<file path="src/rtl/mb_cam_ctl_pkg.sv">
// Shared definitions for the miss-buffer CAM controller: sizes, FSM encoding
// and the one-hot wordline decode.
package mb_cam_ctl_pkg;

  localparam int ENTRIES = 16;
  localparam int PA_W    = 40;
  localparam int KEY_LSB = 8;
  localparam int KEY_W   = PA_W - KEY_LSB;
  localparam int IDX_W   = 4;
  localparam int CNT_W   = 5;

  typedef enum logic [2:0] {
    IDLE = 3'd0,
    LKP  = 3'd1,
    CMP  = 3'd2,
    WR   = 3'd3,
    RD   = 3'd4,
    RDC  = 3'd5
  } mb_state_e;

  function automatic logic [ENTRIES-1:0] onehot16(input logic [IDX_W-1:0] idx);
    logic [ENTRIES-1:0] v;
    v      = {ENTRIES{1'b0}};
    v[idx] = 1'b1;
    return v;
  endfunction

endpackage

</file>
<file path="src/rtl/mb_pri_enc16.sv">
// Lowest-set-bit finder over a 16-bit vector; used for free-entry and hit selection.
module mb_pri_enc16
  import mb_cam_ctl_pkg::*;
(
  input  logic [ENTRIES-1:0] i_vec,
  output logic [IDX_W-1:0]   o_idx,
  output logic               o_found
);

  // Scan from the top so the last write wins with the lowest set bit
  always_comb begin
    o_idx   = {IDX_W{1'b0}};
    o_found = |i_vec;
    for (int i = ENTRIES - 1; i >= 0; i--) begin
      o_idx = i_vec[i] ? IDX_W'(i) : o_idx;
    end
  end

endmodule

</file>
<file path="src/rtl/mb_cam_ctl.sv">
// Miss-buffer controller driving the 16x40 CAM write, read and lookup ports.
// Optional index-match conflict reporting: define MB_CAM_CTL_IDX_MATCH_EN.
module mb_cam_ctl
  import mb_cam_ctl_pkg::*;
(
  input  logic               rclk,
  input  logic               rst_l,
  input  logic               req_vld,
  input  logic [PA_W-1:0]    req_pa,
  output logic               req_rdy,
  output logic               req_hit,
  output logic               req_alloc,
  output logic [IDX_W-1:0]   req_idx,
  output logic               req_idx_conflict,
  input  logic               fill_vld,
  input  logic [IDX_W-1:0]   fill_idx,
  output logic               fill_pa_vld,
  output logic [PA_W-1:0]    fill_pa,
  output logic               mb_full,
  output logic [CNT_W-1:0]   mb_cnt,
  output logic [ENTRIES-1:0] cam_adr_w,
  output logic [PA_W-1:0]    cam_din,
  output logic               cam_wen,
  output logic [ENTRIES-1:0] cam_adr_r,
  output logic               cam_ren,
  input  logic [PA_W-1:0]    cam_dout,
  output logic               cam_lookup_en,
  output logic [KEY_W-1:0]   cam_key,
  input  logic [ENTRIES-1:0] cam_match,
`ifdef MB_CAM_CTL_IDX_MATCH_EN
  input  logic [ENTRIES-1:0] cam_match_idx,
`endif
  input  logic               cam_dummy_unused_n
);

  mb_state_e           r_state;
  logic [ENTRIES-1:0]  r_vld;
  logic [CNT_W-1:0]    r_cnt;
  logic [PA_W-1:0]     r_pa;
  logic [IDX_W-1:0]    r_fill_idx;
  logic [IDX_W-1:0]    r_wr_idx;
  logic                r_req_hit;
  logic                r_req_alloc;
  logic [IDX_W-1:0]    r_req_idx;
  logic                r_fill_pa_vld;
  logic [PA_W-1:0]     r_fill_pa;
  logic [ENTRIES-1:0]  r_cam_adr_w;
  logic [PA_W-1:0]     r_cam_din;
  logic                r_cam_wen;
  logic [ENTRIES-1:0]  r_cam_adr_r;
  logic                r_cam_ren;
  logic                r_cam_lookup_en;
  logic [KEY_W-1:0]    r_cam_key;

  logic [ENTRIES-1:0]  w_qual_match;
  logic [IDX_W-1:0]    w_hit_idx;
  logic                w_hit;
  logic [IDX_W-1:0]    w_free_idx;
  logic                w_free_found;
  logic                w_req_acc;

  // Stale CAM contents of freed entries must never produce a hit
  assign w_qual_match = cam_match & r_vld;

  mb_pri_enc16 u_hit_enc (
    .i_vec   (w_qual_match),
    .o_idx   (w_hit_idx),
    .o_found (w_hit)
  );

  mb_pri_enc16 u_free_enc (
    .i_vec   (~r_vld),
    .o_idx   (w_free_idx),
    .o_found (w_free_found)
  );

  assign mb_full   = (r_cnt == CNT_W'(ENTRIES));
  assign req_rdy   = rst_l & (r_state == IDLE) & ~fill_vld & ~mb_full;
  assign w_req_acc = req_vld & req_rdy;

  // Transaction sequencer; every CAM strobe and result pulse is registered here
  always_ff @(posedge rclk or negedge rst_l) begin
    if (!rst_l) begin
      r_state         <= IDLE;
      r_vld           <= {ENTRIES{1'b0}};
      r_cnt           <= {CNT_W{1'b0}};
      r_pa            <= {PA_W{1'b0}};
      r_fill_idx      <= {IDX_W{1'b0}};
      r_wr_idx        <= {IDX_W{1'b0}};
      r_req_hit       <= 1'b0;
      r_req_alloc     <= 1'b0;
      r_req_idx       <= {IDX_W{1'b0}};
      r_fill_pa_vld   <= 1'b0;
      r_fill_pa       <= {PA_W{1'b0}};
      r_cam_adr_w     <= {ENTRIES{1'b0}};
      r_cam_din       <= {PA_W{1'b0}};
      r_cam_wen       <= 1'b0;
      r_cam_adr_r     <= {ENTRIES{1'b0}};
      r_cam_ren       <= 1'b0;
      r_cam_lookup_en <= 1'b0;
      r_cam_key       <= {KEY_W{1'b0}};
    end else begin
      r_req_hit       <= 1'b0;
      r_req_alloc     <= 1'b0;
      r_fill_pa_vld   <= 1'b0;
      r_cam_adr_w     <= {ENTRIES{1'b0}};
      r_cam_din       <= {PA_W{1'b0}};
      r_cam_wen       <= 1'b0;
      r_cam_adr_r     <= {ENTRIES{1'b0}};
      r_cam_ren       <= 1'b0;
      r_cam_lookup_en <= 1'b0;
      r_cam_key       <= {KEY_W{1'b0}};
      case (r_state)
        IDLE: begin
          if (fill_vld) begin
            if (r_vld[fill_idx]) begin
              r_fill_idx  <= fill_idx;
              r_cam_ren   <= 1'b1;
              r_cam_adr_r <= onehot16(fill_idx);
              r_state     <= RD;
            end
          end else if (w_req_acc) begin
            r_pa            <= req_pa;
            r_cam_lookup_en <= 1'b1;
            r_cam_key       <= req_pa[PA_W-1:KEY_LSB];
            r_state         <= LKP;
          end
        end
        LKP: r_state <= CMP;
        CMP: begin
          if (w_hit) begin
            r_req_hit <= 1'b1;
            r_req_idx <= w_hit_idx;
            r_state   <= IDLE;
          end else begin
            // req_rdy excludes a full buffer, so a free entry always exists here
            r_cam_wen   <= w_free_found;
            r_cam_adr_w <= onehot16(w_free_idx);
            r_cam_din   <= r_pa;
            r_wr_idx    <= w_free_idx;
            r_state     <= WR;
          end
        end
        WR: begin
          r_vld[r_wr_idx] <= 1'b1;
          r_cnt           <= r_cnt + 5'd1;
          r_req_alloc     <= 1'b1;
          r_req_idx       <= r_wr_idx;
          r_state         <= IDLE;
        end
        RD: r_state <= RDC;
        RDC: begin
          r_fill_pa         <= cam_dout;
          r_fill_pa_vld     <= 1'b1;
          r_vld[r_fill_idx] <= 1'b0;
          r_cnt             <= r_cnt - 5'd1;
          r_state           <= IDLE;
        end
        default: r_state <= IDLE;
      endcase
    end
  end

`ifdef MB_CAM_CTL_IDX_MATCH_EN
  logic r_conf_pend;
  logic r_conf;

  // Index conflict is captured on a miss and reported alongside the allocation
  always_ff @(posedge rclk or negedge rst_l) begin
    if (!rst_l) begin
      r_conf_pend <= 1'b0;
      r_conf      <= 1'b0;
    end else begin
      r_conf <= 1'b0;
      if ((r_state == CMP) && !w_hit) begin
        r_conf_pend <= |(cam_match_idx & r_vld);
      end
      if (r_state == WR) begin
        r_conf <= r_conf_pend;
      end
    end
  end

  assign req_idx_conflict = r_conf;
`else
  assign req_idx_conflict = 1'b0;
`endif

  assign req_hit       = r_req_hit;
  assign req_alloc     = r_req_alloc;
  assign req_idx       = r_req_idx;
  assign fill_pa_vld   = r_fill_pa_vld;
  assign fill_pa       = r_fill_pa;
  assign mb_cnt        = r_cnt;
  assign cam_adr_w     = r_cam_adr_w;
  assign cam_din       = r_cam_din;
  assign cam_wen       = r_cam_wen;
  assign cam_adr_r     = r_cam_adr_r;
  assign cam_ren       = r_cam_ren;
  assign cam_lookup_en = r_cam_lookup_en;
  assign cam_key       = r_cam_key;

  logic w_unused;
  assign w_unused = cam_dummy_unused_n;

endmodule

</file>
<file path="config.mk">
export PLATFORM = sky130hd
export DESIGN_NAME = mb_cam_ctl
export DESIGN_NICKNAME = d
export VERILOG_FILES = /design/src/rtl/mb_cam_ctl_pkg.sv /design/src/rtl/mb_pri_enc16.sv /design/src/rtl/mb_cam_ctl.sv
export SDC_FILE = /design/constraint.sdc
export NUM_CORES = 1
export LEC_CHECK = 0
export CAP_MARGIN = 25
export CORE_UTILIZATION = 35
export CTS_CLUSTER_DIAMETER = 60
export DETAILED_ROUTE_END_ITERATION = 8
export GPL_TIMING_DRIVEN = 0
export SLEW_MARGIN = 20
export SYNTH_ARGS = -nofsm -noshare
export SYNTH_HDL_FRONTEND = slang
export SYNTH_SLANG_ARGS = --single-unit
</file>
<file path="constraint.sdc">
create_clock -name rclk -period 2.6 [get_ports rclk]
set_input_delay 0.52 -clock rclk [delete_from_list [all_inputs] [get_ports rclk]]
set_output_delay 0.52 -clock rclk [all_outputs]
set_load 0.01 [all_outputs]
</file>
==> results.py <==
metrics = {
    "final_layout": {
        "final_cell_area_mm2": 0.0128,
        "final_common_cell": "clkdlybuf4s50_1",
        "finalNonFillerCells": 1401,
        "fill_cells": 2216,
        "final_core_util": 0.525,
        "drive_above_1_share": 0.124,
        "area_growth_pct": 47.1,
        "final_cell_mix": "clkdlybuf4s50_1 (260), dfrtp_1 (226), nand2_1 (157)",
        "layout.nets": 1165,
    },
    "floorplanning": {
        "design.core.area_mm2": 0.0244,
        "dieArea_mm2": 0.0255,
        "die_h_um": 160,
        "rows": 57,
        "die_w_um": 160,
        "initial_core_util": 0.357,
        "boundaryPins": 267,
    },
    "synth": {
        "synth.ff_latch_count": 226,
        "netlist_area_mm2": 0.00871,
        "syn_area_per_cell_um2": 11.5,
        "synth.distinct_cells": 57,
        "yosys_warnings": 0,
        "synthCells": 758,
        "yosysSeqAreaShare": 0.649,
        "async_flop_share": 1.00,
        "syn_nets": 867,
        "synthFlopType": "dfrtp_1",
        "synth_edf_count": 0,
    },
    "critical_path": {
        "crit-reg2reg-launch": "r_state[1]",
        "crit_path_end_kind": "output port",
        "rr_worst_depth": 10,
        "rr_endpoint": "mb_cnt[4]",
        "cpPeakStageDelay_ns": 0.38,
        "r2r_slack_ns": 0.13,
        "cp_data_required_time_ns": 2.08,
        "start_kind": "flop",
        "crit_type": "flop to output port",
        "cp_data_arrival_time_ns": 2.03,
        "critPathSlowestCell": "dfrtp_1",
        "worstPathMaxFanout": 10,
        "crit_chain": "inv_1, and4_1, and4bb_2, clkbuf_8, dlygate4sd2_1",
    },
    "drt": {
        "wl_um": 23600,
        "dr.pass1.iters": 7,
        "detail-route-antenna-nets": 0,
        "drc": 0,
        "viasPerCell": 4.72,
        "num_vias": 6617,
        "drtIter0Drc": 360,
        "avgRoutedWirePerCell_um": 16.8,
    },
    "cts": {
        "clkLatencyLatePin_ns": 0.53,
        "clk_pin_slew_ns": 0.06,
        "clock_path_buffers": 3,
        "tritoncts": "built",
        "cts_made_buffers": 26,
        "cts-root-buf": "clkbuf_16",
        "ctsHtreeMaxLevel": 1,
        "cts_sinks": 226,
    },
    "sta": {
        "fin_crit_ns": 2.55,
        "finalSetupViolCount": 0,
        "slew_headroom": 0.643,
        "hold_violations": 0,
        "period_share": 0.979,
        "drv_slew": 0,
        "skew_ns": 0.0188,
        "worstMarginPinSlew_ns": 0.536,
        "fmax_ghz": 0.393,
        "fin_ws_ns": 0.0538,
        "hold_slack_ns": 0.00812,
    },
    "pwr": {
        "p_leak_nw": 5.92,
        "power_density_mw_per_mm2": 927,
        "ir_drop_mv": 0.527,
    },
    "global_route": {
        "grtUsageTotal": 0.187,
        "antenna_found_initial": 1,
        "grt_pass1_vias": 6862,
        "grt_start_max_net_pins": 98,
        "grt_pass1_wl_um": 37900,
        "grt_overflow": 0,
    },
    "placement": {
        "dp_cells": 1346,
        "gp_congestion": 0.836,
        "detailed_place_hpwl_um": 16600,
        "placedInstanceArea_mm2": 0.0118,
        "pre_cts_slack_ns": -0.763,
        "io_buffers": 262,
    },
    "job": {
        "drv_cap": 0,
    },
    "min_path": {
        "min_path_type": "input port to async pin",
    },
    "outcome": {
        "run_status": "finished clean",
    },
}
-- worst max path at each step --
stage                     from   endpoint  slack (ns)  cells past startpoint
global placement         rst_l    req_rdy       -9.27                      4
CTS                  mb_cnt[3]    req_rdy        0.02                      5
finish               mb_cnt[1]    req_rdy        0.05                      5
floorplan           r_state[1]  mb_cnt[4]        0.20                      9
global route         mb_cnt[1]    req_rdy       -0.01                      5
detailed placement       rst_l    req_rdy       -0.76                      5
-- area by class of cell --
class                      instances  area [um^2]  area share
clock inverter                    15          169      0.0132
clock buffer                      33          707      0.0552
timing repair buffer             271         2800       0.218
multi-input combinational        489         2880       0.225
tap                              324          405      0.0316
buffer                            32          158      0.0123
antenna                            1         2.50    0.000195
inverter                          10         38.8     0.00303
sequential                       226         5660       0.441
-- where the power goes --
| group | leakage (nW) | switching (mW) | internal (mW) | total (mW) |
|---|---|---|---|---|
| Clock | 0.440 | 1.46 | 2.23 | 3.69 |
| Combinational | 2.51 | 1.48 | 1.78 | 3.25 |
| Sequential | 2.96 | 0.527 | 4.41 | 4.94 |
-- critical path: cells and delay by family (launching register included) --
family / cells / cell delay, ns
buf+inv: 3 / 0.54
flops: 1 / 0.38
simple gates: 2 / 0.58
-- what timing repair did --
action | 4_1_cts | 5_1_grt
cloned | 1 | 0
hold buffers | 2 | 0
gates resized for setup | 8 | 3
buffers inserted | 2 | 2
pin swaps | 1 | 1
setup endpoints to repair | 3 | 8
hold endpoints to repair | 62 | 0
-- synthesized netlist by cell type (3+ instances only) --
library cell,n,area share
mux2_2,50,0.065
dfrtp_1,226,0.65
nand2b_1,10,0.0072
a31oi_1,3,0.0022
xor2_1,3,0.0030
inv_1,9,0.0039
o21ai_0,39,0.022
nand3_1,11,0.0063
nor3_1,7,0.0040
nor2b_1,4,0.0029
and3_1,33,0.024
nand4_1,5,0.0036
nand2_1,157,0.068
a22oi_1,7,0.0060
a22o_1,4,0.0040
mux2i_1,4,0.0046
o22ai_1,3,0.0022
or3_1,6,0.0043
buf_2,8,0.0046
ha_1,3,0.0043
a21oi_1,9,0.0052
or2_2,5,0.0036
nor2_1,46,0.020
nand3b_1,4,0.0034
clkbuf_1,21,0.0091
a211oi_1,4,0.0034
and2_1,42,0.030
-- per-layer routing --
metal	track usage	share of wire	wire [um]	vias up
met2	0.296	0.46	10800	216
met4	0.0577	0.025	597	0
li1	-	-	-	3144
met5	0	0	0	-
met1	0.248	0.43	10200	3217
met3	0.0553	0.081	1900	40
-- sequential cells by signal, summed over array words and instances (netlist names), 5 cells and up --
register and flops:
r_pa 40, cam_key 32, fill_pa 40, mb_cnt 5, cam_adr_r 16, r_vld 16, cam_din 40, cam_adr_w 16
-- logic make-up after synthesis --
group	after synthesis	synth area share
and+or+nand+nor	341	0.188
DFF	226	0.649
AOI/OAI and AO/OA	85	0.0611
muxes	54	0.0692
buffers and inverters	43	0.0214
adders and majority gates	4	0.00661
xor gates and xnor gates	4	0.00402
other	1	0.000431
-- through the flow --
step / TNS [ns] / power, mW
finish: 0 / 11.9
global route: -0.00959 / 12.6
CTS: 0 / 12.0
detailed placement: -33.17 / 8.20
global placement: -2632.96 / 8.14
floorplan: 0 / 6.45
(Power assumes the default switching activity.)
